===== config.mk =====
export PLATFORM = sky130hd
export DESIGN_NAME = collection_read_arbiter
export DESIGN_NICKNAME = d
export VERILOG_FILES = /design/src/rtl/collection_pkg.sv /design/src/rtl/collection_read_arbiter_rr_pick.sv /design/src/rtl/collection_read_arbiter.sv
export SDC_FILE = /design/constraint.sdc
export NUM_CORES = 1
export LEC_CHECK = 0
export BUFFER_PORTS_ARGS = -buffer_cell sky130_fd_sc_hd__buf_2
export CORE_ASPECT_RATIO = 1.2
export CORE_MARGIN = 2
export CORE_UTILIZATION = 40
export DETAILED_ROUTE_END_ITERATION = 10
export MAX_ROUTING_LAYER = met4
export PLACE_DENSITY_LB_ADDON = 0.1
export SYNTH_ARGS = -nofsm -noshare
export SYNTH_HDL_FRONTEND = slang
export SYNTH_HIERARCHICAL = 1
export SYNTH_SLANG_ARGS = --single-unit

===== constraint.sdc =====
create_clock -name system_clk -period 1.8 [get_ports system_clk]
set_input_delay 0.36 -clock system_clk [delete_from_list [all_inputs] [get_ports system_clk]]
set_output_delay 0.36 -clock system_clk [all_outputs]
set_load 0.01 [all_outputs]

===== src/rtl/collection_pkg.sv =====
// Shared constants for the data-collection BRAM read path: arbiter FSM encoding,
// default widths and the BRAM word indices of the tracking-solution fields.
package collection_pkg;

  localparam int DEF_ADDR_W = 10;
  localparam int DEF_DATA_W = 32;

  // Tracking-solution words in the collection BRAM
  localparam int AZ_WORD    = 4;
  localparam int EL_WORD    = 5;
  localparam int RANGE_WORD = 6;

  typedef logic [1:0] state_t;
  localparam state_t S_IDLE  = 2'd0;
  localparam state_t S_ISSUE = 2'd1;
  localparam state_t S_WAIT  = 2'd2;
  localparam state_t S_RESP  = 2'd3;

endpackage


===== src/rtl/collection_read_arbiter_rr_pick.sv =====
// Combinational round-robin pick: first pending requester at or above ptr,
// wrapping to the lowest pending requester below ptr.
module rr_pick #(
  parameter int NUM_REQ = 2,
  parameter int IW      = 1
) (
  input  logic [NUM_REQ-1:0] req,
  input  logic [IW-1:0]      ptr,
  output logic [NUM_REQ-1:0] grant,
  output logic [IW-1:0]      idx,
  output logic               any
);

  always_comb begin
    grant = '0;
    idx   = '0;
    any   = 1'b0;
    // Upper segment [ptr..NUM_REQ-1] has priority over the wrapped segment
    for (int i = 0; i < NUM_REQ; i++) begin
      if (!any && req[i] && (IW'(i) >= ptr)) begin
        any      = 1'b1;
        idx      = IW'(i);
        grant[i] = 1'b1;
      end
    end
    for (int i = 0; i < NUM_REQ; i++) begin
      if (!any && req[i] && (IW'(i) < ptr)) begin
        any      = 1'b1;
        idx      = IW'(i);
        grant[i] = 1'b1;
      end
    end
  end

endmodule


===== src/rtl/collection_read_arbiter.sv =====
// Round-robin owner of the collection BRAM read port: one o_run per accepted
// request, response on the next rising read-valid edge or an error on timeout.
module collection_read_arbiter
  import collection_pkg::*;
#(
  parameter int NUM_REQ = 2,
  parameter int ADDR_W  = DEF_ADDR_W,
  parameter int DATA_W  = DEF_DATA_W,
  parameter int TIMEOUT = 63
) (
  input  logic                      system_clk,
  input  logic                      reset,
  input  logic [NUM_REQ-1:0]        req_valid,
  input  logic [NUM_REQ*ADDR_W-1:0] req_addr,
  input  logic [NUM_REQ-1:0]        req_mode,
  output logic [NUM_REQ-1:0]        req_ready,
  output logic [NUM_REQ-1:0]        rsp_valid,
  output logic [DATA_W-1:0]         rsp_data,
  output logic                      rsp_error,
  output logic [ADDR_W-1:0]         o_bram_addr,
  output logic                      o_mode,
  output logic                      o_run,
  input  logic [DATA_W-1:0]         i_read_data,
  input  logic                      i_read_valid
);

  localparam int IW = (NUM_REQ > 1) ? $clog2(NUM_REQ) : 1;

  state_t             state;
  logic [IW-1:0]      rr_ptr;
  logic [IW-1:0]      win_idx;
  logic [NUM_REQ-1:0] win_grant;
  logic [7:0]         cnt;
  logic               vld_q;

  logic [NUM_REQ-1:0] pick_grant;
  logic [IW-1:0]      pick_idx;
  logic               pick_any;
  logic [ADDR_W-1:0]  sel_addr;
  logic               sel_mode;
  logic               vld_rise;

  rr_pick #(.NUM_REQ(NUM_REQ), .IW(IW)) u_pick (
    .req   (req_valid),
    .ptr   (rr_ptr),
    .grant (pick_grant),
    .idx   (pick_idx),
    .any   (pick_any)
  );

  always_comb begin
    sel_addr = '0;
    sel_mode = 1'b0;
    for (int i = 0; i < NUM_REQ; i++) begin
      if (pick_grant[i]) begin
        sel_addr = req_addr[i*ADDR_W +: ADDR_W];
        sel_mode = req_mode[i];
      end
    end
  end

  // A valid left high by the previous read must not complete the current one
  assign vld_rise = i_read_valid && !vld_q;

  always_ff @(posedge system_clk or negedge reset) begin
    if (!reset) begin
      state       <= S_IDLE;
      rr_ptr      <= '0;
      win_idx     <= '0;
      win_grant   <= '0;
      cnt         <= '0;
      vld_q       <= 1'b0;
      req_ready   <= '0;
      rsp_valid   <= '0;
      rsp_data    <= '0;
      rsp_error   <= 1'b0;
      o_bram_addr <= '0;
      o_mode      <= 1'b0;
      o_run       <= 1'b0;
    end else begin
      vld_q     <= i_read_valid;
      o_run     <= 1'b0;
      req_ready <= '0;
      rsp_valid <= '0;
      case (state)
        S_IDLE: begin
          if (pick_any) begin
            win_idx     <= pick_idx;
            win_grant   <= pick_grant;
            o_bram_addr <= sel_addr;
            o_mode      <= sel_mode;
            o_run       <= 1'b1;
            req_ready   <= pick_grant;
            state       <= S_ISSUE;
          end
        end
        S_ISSUE: begin
          rr_ptr <= (win_idx == IW'(NUM_REQ-1)) ? '0 : win_idx + 1'b1;
          cnt    <= '0;
          state  <= S_WAIT;
        end
        S_WAIT: begin
          if (vld_rise) begin
            rsp_data  <= i_read_data;
            rsp_error <= 1'b0;
            rsp_valid <= win_grant;
            state     <= S_RESP;
          end else if (cnt == 8'(TIMEOUT)) begin
            rsp_data  <= '0;
            rsp_error <= 1'b1;
            rsp_valid <= win_grant;
            state     <= S_RESP;
          end else begin
            cnt <= cnt + 8'd1;
          end
        end
        S_RESP:  state <= S_IDLE;
        default: state <= S_IDLE;
      endcase
    end
  end

endmodule


# [Word level (Yosys, flattened, before mapping)]
# Cells that the tools add are included.
# Widths: inputs -> output; s select.
[word_totals] output_inout_bits=49 inputBits=59 reg_bits=64
[op_classes] addsub=2 reduce_logical=19 order_cmp=4 muxes=32 eq_ne=8
[ops] op="$mux 32" n=2
[ops] op="$mux 10" n=2
[ops] op="$mux 1" n=16
[ops] op="$mux 2" n=8
[ops] op="$mux 8" n=2
[ops] op="$pmux 8 s2" n=1
[ops] op="$add 8x1->8 const B" n=1
[ops] op="$eq 8x6->1 const B" n=1
[ops] op="$logic_and 1x1->1" n=8
[ops] op="$pmux 2 s4" n=1
[ops] op="$ne 2x2->1 const B" n=3
[ops] op="$reduce_and 2->1" n=3
[ops] op="$eq 2x2->1 const B" n=2
[ops] op="$logic_not 1->1" n=4
[ops] op="$reduce_bool 2->1" n=2
[ops] op="$ne 3x3->1 const B" n=1
[ops] op="$reduce_and 3->1" n=1
[ops] op="$eq 2x1->1 const B" n=1
[ops] op="$ge 1x1->1 const A" n=2
[ops] op="$logic_not 2->1" n=1
[ops] op="$lt 1x1->1 const A" n=2
[ops] op="$add 1x1->1 const B" n=1

# [Depth between registers and ports, before layout]
[depth] ltp_word=17 depth_mapped=7

# [Cells and area by module]
# The synthesis kept the hierarchy.
[by_module_without_submodules] module="collection_read_arbiter" area_per_inst_um2=2616.3 instances=1 seq_area_each_um2=1601.5 cells_per_inst=211
[by_module_without_submodules] module="rr_pick" area_per_inst_um2=32.5 instances=1 seq_area_each_um2=0.0 cells_per_inst=5

# [Least setup slack after synthesis]
# No wires, ideal clock.
[synth_timing] kind="register to register" from="register cnt[0]" to="register cnt[7]" path_buffers=0 period_less_slack_ps=1590 path_stages_with_launch=6 slack_ps=210 arrival_time_ps=1509 setup_time_ps=80 path_cell_list="dfrtp_1 > ha_1 > nand4bb_4 > o211ai_4 > or4_1 > o211ai_2"
[synth_between] elab_chain_cells=4 elab_cells_between_ends=7 classes_between="add/sub (1); eq/ne (2); mux (3); reduce/logical (1)"
[synth_lines] item="start: declaration" line_no="collection_read_arbiter.sv:33" source="logic [7:0] cnt;"
[synth_lines] item="start signal: assignment" line_no="collection_read_arbiter.sv:114" source="cnt <= cnt + 8'd1;"
[synth_lines] item="$add 8x1->8" line_no="collection_read_arbiter.sv:114"
[synth_lines] item="$mux 8" line_no="collection_read_arbiter.sv:108" source="end else if (cnt == 8'(TIMEOUT)) begin"
[synth_lines] item="$mux 8" line_no="collection_read_arbiter.sv:103" source="if (vld_rise) begin"
[synth_lines] item="$pmux 8 s2" line_no="collection_read_arbiter.sv:85" source="case (state)"
# Parallel ways exist; a longest one is shown, timed or not. The select of a mux whose other input is x is not followed.
# A chain may end at the register's enable or synchronous reset.

# [Worst setup path in the final report]
[layout_timing] from="register cnt[1]" to="register rsp_data[27]"
[layout_between] elab_chain_cells=3
[layout_lines] item="$eq 8x6->1" line_no="collection_read_arbiter.sv:108"
[layout_lines] item="$reduce_bool 2->1 (no source line)"
[layout_lines] item="$reduce_and 2->1 (no source line)"
[layout_lines] item="end signal: assignment" line_no="collection_read_arbiter.sv:104" source="rsp_data <= i_read_data;"
[layout_lines] item="end: declaration" line_no="collection_read_arbiter.sv:18" source="output logic [DATA_W-1:0] rsp_data,"
# No other way between the ends.

==> impl_metrics.py <==
metrics = {
    "run_status": {
        "status": "finished clean",
    },
    "synthesis": {
        "synthTopCellsByArea": "dfrtp_1, a22o_1, a22oi_1",
        "yosysWarningCount": 6,
        "synth_cell_types": 40,
        "synth_top_area_frac": 0.6046,
        "synthesis.area_sq_um": 2649,
        "seq_area_frac_synth": 0.6046,
        "yosys_register_bits": 64,
        "synth.largest_area_cell": "dfrtp_1",
        "netlist_instances": 216,
        "syn_avg_cell_area_sq_um": 12.26,
        "synthesis.nets": 279,
    },
    "die": {
        "die_h_microns": 93.14,
        "initial_utilization": 0.4135,
        "die_area_sq_um": 7291,
        "die_w_microns": 78.29,
        "io-pin-count": 108,
        "core_area_sq_um": 6406,
        "num_rows": 32,
    },
    "setup_path": {
        "cp.arrival_ns": 1.82,
        "critPathKind": "flip-flop to flip-flop",
        "cp-start-kind": "flip-flop",
        "end_kind": "flip-flop",
        "cp_max_fo": 34,
        "cp_top_family": "compound AO/OA/AOI/OAI gates",
        "critPathMaxStageDelay_ns": 0.38,
        "critPathBufInv": 1,
        "slowest_stage": "dfrtp_1",
        "crit_required_ns": 2.02,
        "crit_chain": "ha_2 -> nand4bb_4 -> o21ai_2 -> nand2_2 -> buf_12 -> a22o_1",
    },
    "clock_tree": {
        "cts_tree": "yes",
        "post_cts_buffers": 0,
        "cts_buffer_depth": 2,
        "clock_latency_ns": 0.34,
        "htreeDepth": 3,
        "cts_buffers": 9,
        "cts_sinks": 64,
        "cts_root_buf": "clkbuf_8",
        "clkTransAtPathRegs_ns": 0.07,
    },
    "global_route": {
        "grt_pass1_vias": 2004,
        "grt_max_degree": 65,
        "grt_pass1_wl_microns": 9680,
        "grt_overflow": 0,
        "grt_usage": 0.1773,
        "antenna_found_initial": 0,
    },
    "timing": {
        "tightest_slew_ns": 0.3353,
        "setup_violations": 0,
        "final.setup.tns_ns": 0,
        "layout_min_cycle_time_ns": 1.607,
        "finalHoldViolations": 0,
        "holdWs_ns": 0.02528,
        "min_period_over_period": 0.8926,
        "slew_headroom": 0.7765,
        "setup_slack_ns": 0.1934,
        "drv_slew": 0,
        "fin_worst_skew_ns": 0.007574,
        "rsz0062_at_grt": "false",
        "max_freq_mhz": 622.4,
    },
    "placement": {
        "place_ws_ns": 0.1366,
        "hpwl_microns": 3935,
        "port_buffers": 107,
        "gp_congestion": 0.7882,
    },
    "run": {
        "maxCapViolations": 0,
    },
    "route": {
        "drt_iter0_drc": 74,
        "first_pass_iters": 4,
        "avgViaCountPerCell": 4.974,
        "drc_errors": 0,
        "drtAntennaViolNets": 0,
        "wire_per_inst_microns": 13.66,
        "wl_microns": 5737,
        "vias": 2089,
    },
    "hold_path": {
        "hp-class": "input port to asynchronous set/reset pin",
    },
    "cells_and_area": {
        "drive_gt1_frac": 0.4239,
        "final_common_cell": "buf_2",
        "fillers": 583,
        "finalNetCount": 393,
        "antenna-diode-count": 0,
        "final_cell_mix": "buf_2, dfrtp_1, a22o_1, nor2_1, a21oi_1",
        "area_growth_pct": 33.30,
    },
    "pwr": {
        "p_leak_nw": 1.794,
        "power.density_nw_per_um2": 1636,
        "ir_drop_uv": 625.5,
    },
}
-- power breakdown --
part	total, mW	internal (mW)	switching, mW
Sequential	2.32	2.03	0.292
Combinational	2.14	1.03	1.11
Clock	1.31	0.775	0.539
-- worst paths after layout --
check,startpoint,end,slack [ns],cells past startpoint
min in group system_clk,i_read_valid,vld_q,0.15,1
worst min-delay path,reset,rsp_data[1],0.03,2
worst max-delay path,cnt[1],rsp_data[27],0.19,6
worst max register to register,cnt[1],rsp_data[27],0.19,6
worst min register to register,win_idx,rr_ptr,0.45,1
max in group asynchronous,reset,cnt[7],1.49,2
-- flip-flops by register name (all words and copies together), names as in the netlist, 2 cells and up --
| signal | flops |
|---|---|
| state | 2 |
| win_grant | 2 |
| req_ready | 2 |
| cnt | 8 |
| rsp_valid | 2 |
| o_bram_addr | 10 |
| rsp_data | 32 |
-- kinds of logic after synthesis --
kind of cell / share of synthesized area
AO/OA/AOI/OAI: 0.2140
adder cells (fa/ha/maj): 0.01890
buffers and inverters: 0.04487
flip-flops: 0.6046
multiplexers: 0.01748
AND/OR/NAND/NOR: 0.1001
-- repair_timing --
action,4_1_cts,5_1_grt
setup endpoints to repair,0,1
hold buffers,0,0
resized for setup,0,1
endpoints found under the hold margin,0,0
-- metrics by stage --
stage            util  std cells  cell area, sq um  power, mW
3_3_place_gp   0.5178        404              3317      4.464
2_1_floorplan       -        216              2649      3.643
4_1_cts        0.5508        420              3528      5.864
5_1_grt        0.5512        420              3531      6.229
3_5_place_dp   0.5178        404              3317      4.515
6_report       0.5512        420              3531      5.775
-- area by class of cell --
type / count / area (sq um) / area share
well taps: 85 / 106.4 / 0.03012
repair buffers: 116 / 640.6 / 0.1814
clock buffers: 10 / 127.6 / 0.03614
multi-input cells: 129 / 933.4 / 0.2644
inverters: 10 / 37.54 / 0.01063
clock inverters: 6 / 83.83 / 0.02374
flip-flops and latches: 64 / 1602 / 0.4536
-- metal layers --
| layer | routed length, microns | track usage | vias to the layer above |
|---|---|---|---|
| met4 | 124 | 0.09211 | 0 |
| met1 | 2551 | 0.2222 | 980 |
| li1 | - | - | 1022 |
| met3 | 443 | 0.05598 | 10 |
| met5 | 0 | - | - |
| met2 | 2617 | 0.2586 | 77 |
-- cells in the mapped netlist, drive strengths merged --
master	instances
a22o	32
a22oi	11
nor3b	1
or4	1
or3	3
o21ai	6
o31ai	1
and3	3
nand2b	2
nand4	2
clkbuf	4
ha	4
mux2i	2
o211ai	4
buf	9
mux2	2
nor3	1
nor2b	1
and2	1
inv	10
nor2	17
a21boi	3
a21oi	13
nand3	10
o21bai	2
dfrtp	64
nand2	4
or2	1
a21o	1
nand4bb	1
(Power assumes the default switching activity.)
